### src/rtl/register_scoreboard_pkg.sv
// Shared core constants for the register scoreboard.
// Register file geometry and default pending-write capacity.
package register_scoreboard_pkg;

    localparam int NUM_REGS           = 32;
    localparam int REG_ADDR_W         = 5;
    localparam int SB_MAX_OUTSTANDING = 4;

    typedef logic [REG_ADDR_W-1:0] reg_addr_t;
    typedef logic [NUM_REGS-1:0]   reg_vec_t;

    // One-hot select of a register; x0 never selected.
    function automatic reg_vec_t reg_onehot(input logic en, input reg_addr_t a);
        reg_vec_t v;
        v = '0;
        if (en && a != '0) v[a] = 1'b1;
        return v;
    endfunction

endpackage

### src/rtl/register_scoreboard.sv
// Busy-bit scoreboard for in-flight long-latency register writes.
// Raises a stall to ID on RAW/WAW hazards against pending results or when full.
module register_scoreboard
    import register_scoreboard_pkg::*;
#(
    parameter int MAX_OUTSTANDING = SB_MAX_OUTSTANDING,
    localparam int CNT_W = $clog2(MAX_OUTSTANDING + 1)
) (
    input  logic                  clk,
    input  logic                  rst_n,
    input  logic [REG_ADDR_W-1:0] rs1_id,
    input  logic [REG_ADDR_W-1:0] rs2_id,
    input  logic [REG_ADDR_W-1:0] rd_id,
    input  logic                  reg_write_id,
    input  logic                  long_op_id,
    input  logic                  issue_id,
    input  logic                  kill_valid,
    input  logic [REG_ADDR_W-1:0] kill_rd,
    input  logic                  cmpl_valid,
    input  logic [REG_ADDR_W-1:0] cmpl_rd,
    output logic                  stall_id,
    output logic [NUM_REGS-1:0]   busy_vec,
    output logic [CNT_W-1:0]      outstanding
);

    reg_vec_t         busy_q;
    reg_vec_t         busy_d;
    reg_vec_t         cmpl_mask;
    reg_vec_t         kill_mask;
    reg_vec_t         set_mask;
    reg_vec_t         eff_busy;
    logic [CNT_W-1:0] cnt_q;
    logic [CNT_W-1:0] cnt_d;
    logic [CNT_W-1:0] cnt_no_issue;
    logic             clr_cmpl;
    logic             clr_kill;
    logic             set_en;
    logic             full;

    // Clear/set decode and hazard evaluation against bypassed busy state.
    always_comb begin
        cmpl_mask = reg_onehot(cmpl_valid, cmpl_rd);
        kill_mask = reg_onehot(kill_valid, kill_rd);
        // Clears only count when they hit a pending entry; a kill that
        // duplicates the completion register is not counted twice.
        clr_cmpl = |(cmpl_mask & busy_q);
        clr_kill = |(kill_mask & busy_q) && !(clr_cmpl && kill_rd == cmpl_rd);
        eff_busy = busy_q & ~cmpl_mask & ~kill_mask;
        cnt_no_issue = cnt_q - CNT_W'(clr_cmpl) - CNT_W'(clr_kill);
        full = long_op_id && reg_write_id
            && cnt_no_issue == CNT_W'(MAX_OUTSTANDING);
        stall_id = eff_busy[rs1_id] || eff_busy[rs2_id]
            || (reg_write_id && eff_busy[rd_id]) || full;
        set_en = issue_id && reg_write_id && long_op_id && rd_id != '0;
        set_mask = reg_onehot(set_en, rd_id);
        busy_d = eff_busy | set_mask;
        busy_d[0] = 1'b0;
        cnt_d = cnt_no_issue + CNT_W'(set_en);
    end

    // Busy bits and pending counter; reset drops every pending entry.
    always_ff @(posedge clk or negedge rst_n) begin
        if (!rst_n) begin
            busy_q <= '0;
            cnt_q  <= '0;
        end else begin
            busy_q <= busy_d;
            cnt_q  <= cnt_d;
        end
    end

    // Completion and kill never target the same register together.
    always_ff @(posedge clk) begin
        if (rst_n) begin
            assert (!(cmpl_valid && kill_valid && cmpl_rd == kill_rd
                      && cmpl_rd != '0));
        end
    end

    assign busy_vec    = busy_q;
    assign outstanding = cnt_q;

endmodule

### config.mk
export PLATFORM = sky130hd
export DESIGN_NAME = register_scoreboard
export DESIGN_NICKNAME = d
export VERILOG_FILES = /design/src/rtl/register_scoreboard_pkg.sv /design/src/rtl/register_scoreboard.sv
export SDC_FILE = /design/constraint.sdc
export NUM_CORES = 1
export LEC_CHECK = 0
export ABC_AREA = 1
export CORE_MARGIN = 5
export CORE_UTILIZATION = 53
export CTS_CLUSTER_DIAMETER = 80
export CTS_CLUSTER_SIZE = 10
export DETAILED_ROUTE_END_ITERATION = 6
export PLACE_DENSITY_LB_ADDON = 0.05
export SETUP_SLACK_MARGIN = 0.02
export SYNTH_ARGS = -nofsm -noshare
export SYNTH_HDL_FRONTEND = slang
export SYNTH_SLANG_ARGS = --single-unit
### constraint.sdc
create_clock -name clk -period 5.6 [get_ports clk]
set_clock_uncertainty 0.1 [all_clocks]
set_input_delay 1.12 -clock clk [delete_from_list [all_inputs] [get_ports clk]]
set_output_delay 1.12 -clock clk [all_outputs]
set_load 0.05 [all_outputs]
==> metrics.txt <==
Sw Ratio between 40% and 50%; fillcell total a little over 500; Inserted Clock Buffers 5; max-slew violation count 0; Max Cap Violations 0; FF-to-FF Start busy_vec[1]; Worst EP required ~4.4 ns; drt drc 0; via count roughly 5,200; vias per cell just over 6; compound-gate portion of the synthesized area 8.28%; Final #Nets ~820; Hold-fix buffers, CTS 0; Worst-Skew Late Latency around 0.3 ns; status finished, final reports clean; detailed placer's ending HPWL approximately 12,000 um; Data arrival, critical path 4.13 ns; maximum clock frequency roughly 0.19 GHz; synthesized net count a little under 700; final non-filler cell total ~860; CTS Sinks 34; maximum net fanout on the critical path 6; setup violators final 0; largest family of logic cells by synthesized area simple AND/OR/NAND/NOR gates; num rows 29; CTS root buf clkbuf_8; placed cells between 800 and 900; Synth Area in Simple Gates around 54%; final hold violation count 0; CP top delay family simple AND/OR/NAND/NOR gates; Worst Hold Depth 2; mux contribution to synthesized area 0%; Crit-path slowest cell dlygate4sd2_1; xor and xnor area share after synthesis under 10%; CP Capture Type output pin; # IOs between 60 and 70; Worst-Margin Slew 0.702 ns; ratio of cells with drive above 1 in the final layout around 15%; Die Width between 90 and 100 um; Die ar. roughly 8400 sq um; wire per inst around 19 um; clock share of power between 15 and 20%; sequential share of power approximately 26%; Final Wtd Congestion ~1.1; Diodes inserted 0; most common cell after layout, fill and taps aside nand2_1; Sw Pwr slightly below 0.7 mW; largest net degree at the start of global routing 35; crit-path max cell delay roughly 0.35 ns; total gr overflow 0; Critical Path, Cell by Cell dlygate4sd2_1 > buf_4 > nand3_1 > nor2_2 > nand2_1 > o21ai_0 > inv_1 > nand4_1 > nor2_1 > nand2_1 > nand2_1 > nor2_1 > nor2_2 > ha_4 > inv_1 > ha_1 > nor2_1 > ha_2 > inv_2 > nor4_4 > nor2_2 > nand3_2 > buf_12; Synth Register Bits 34; Slew HR 53.0%; Final period util 95.6%; Iteration-0 DRC Markers about 690; setup slack, reg-to-reg roughly 2.6 ns; Internal Power ~0.70 mW; Bufs and invs on worst path 6; hold-critical path endpoint busy_vec[1]; r2r worst-path depth 19; clk buf depth 2; HP Start busy_vec[1]; vias in the first global route 5,046; Routed WL around 16,000 um; pwr dens 277 nW/um^2; port bufs 66; Final TNS setup 0 ns; Ys Warns 0; Antenna Nets Post-Route 0; crit path launch type input pin; most frequent cells in the layout nand2_1 (214), nor2_1 (95), nand3_1 (92), inv_1 (73), buf_4 (73); Combinational Power Share 57.1%; reg2reg end outstanding[2]; min Tclk post-route ~5.4 ns; synthesized area per cell 5.49 sq um; total track usage a little under two fifths; leak pwr about 2.5 nW; cell count after synthesis 647; initial core utilization between 50% and 60%; first-pass GRT wire length 24,900 um; Setup Crit Path Kind input pin to output pin; unrepaired setup endpoints after global routing false; htree depth 2; die height just over 90 um; VDD IR-drop max 0.473 mV; Area Growth Syn to Fin 41.5%; worst min path class register to register; mapped cell area between 3000 and 4000 sq um; sequential area share after synthesis a little under a quarter; Adder-Cell Fraction of Synth Area under 10%; CORE AREA between 6000 and 7000 sq um; initial antenna violation count 0; Clock transition at path regs approximately 0.08 ns; Detailed Routing Iterations Pass 1 7; Synth cell types 30; CTS tree done
## how the worst max path moves through the flow
stage          cells after the start        from  endpoint
2_1_floorplan                     19  kill_rd[2]  stall_id
3_3_place_gp                      20  kill_rd[1]  stall_id
3_5_place_dp                      20  kill_rd[1]  stall_id
4_1_cts                           21  kill_rd[2]  stall_id
5_1_grt                           23  cmpl_rd[2]  stall_id
6_report                          23  cmpl_rd[2]  stall_id
## cell usage after synthesis
master,number,share of area (%)
nand2_1,216,23
nor2_1,101,11
nand3_1,96,14
inv_1,81,8.6
o21ai_0,35,4.9
dfrtp_1,34,24
nand4_1,18,3.2
nor3_1,10,1.4
o22ai_1,9,1.6
nor2_2,7,1.2
ha_1,6,2.1
buf_2,4,0.56
clkbuf_1,4,0.42
a21oi_1,3,0.42
xor2_1,3,0.74
buf_4,2,0.42
clkinv_1,2,0.21
inv_2,2,0.21
nor4_1,2,0.35
xnor2_1,2,0.49
a2111oi_0,1,0.25
a221oi_1,1,0.25
a31oi_1,1,0.18
buf_6,1,0.32
conb_1,1,0.11
nand2_2,1,0.18
nand3b_1,1,0.21
o2111ai_1,1,0.25
o211ai_1,1,0.21
o31ai_1,1,0.21
## cell families after synthesis
family | after synthesis
adders and majority gates | 6
buffers and inverters | 96
other | 1
AOI/OAI and AO/OA | 53
DFF | 34
xor gates and xnor gates | 5
and+or+nand+nor | 452
## worst min-delay path, delay by kind of cell (launching register included)
family / cells / cell delay [ns]
DFF: 1 / 0.43
and+or+nand+nor: 2 / 0.25
## per-layer routing
layer | global-route usage (%) | vias up | share of wire, %
met2 | 60.0 | 451 | 46
li1 | - | 2347 | -
met1 | 45.7 | 2319 | 35
met5 | 0 | - | 0
met3 | 7.28 | 118 | 13
met4 | 23.9 | 0 | 6.8
## sequential cells by signal (all words and copies together) (netlist names)
| signal | cells |
|---|---|
| busy_vec | 31 |
| outstanding | 3 |
## power groups by stage
stage	Combinational (mW)	Clock, mW	Sequential (mW)
2_1_floorplan	0.260	0	0.516
5_1_grt	0.848	0.250	0.362
6_report	0.796	0.238	0.359
3_3_place_gp	0.711	0	0.354
3_5_place_dp	0.737	0	0.356
4_1_cts	0.767	0.236	0.352
## final cells by class
type,instances,area [sq um],share of cell area (%)
well taps,77,96.3,1.92
clock buffers,5,68.8,1.37
repair buffers,140,1220,24.2
multi-input cells,517,2430,48.3
clock inverters,3,45.0,0.897
flip-flops and latches,34,851,16.9
inverters,85,319,6.35
## timing repair
action | in CTS | in global routing
setup buffers | 2 | 0
endpoints found under the setup margin | 1 | 1
pin swaps | 12 | 8
gates resized for setup | 33 | 17
## through the flow
step                setup slack, ns  utilization (%)  total power, mW  hold slack [ns]  area (sq um)
floorplan                     0.634                -            0.776            0.724          3550
global placement             -0.199             74.8             1.07            0.574          4800
detailed placement           -0.350             74.8             1.09            0.564          4800
CTS                          0.0246             77.7             1.36            0.593          4990
global route                 0.0472             78.2             1.46            0.610          5020
finish                        0.249             78.2             1.39            0.626          5020
Power figures use the tool's default switching activity.
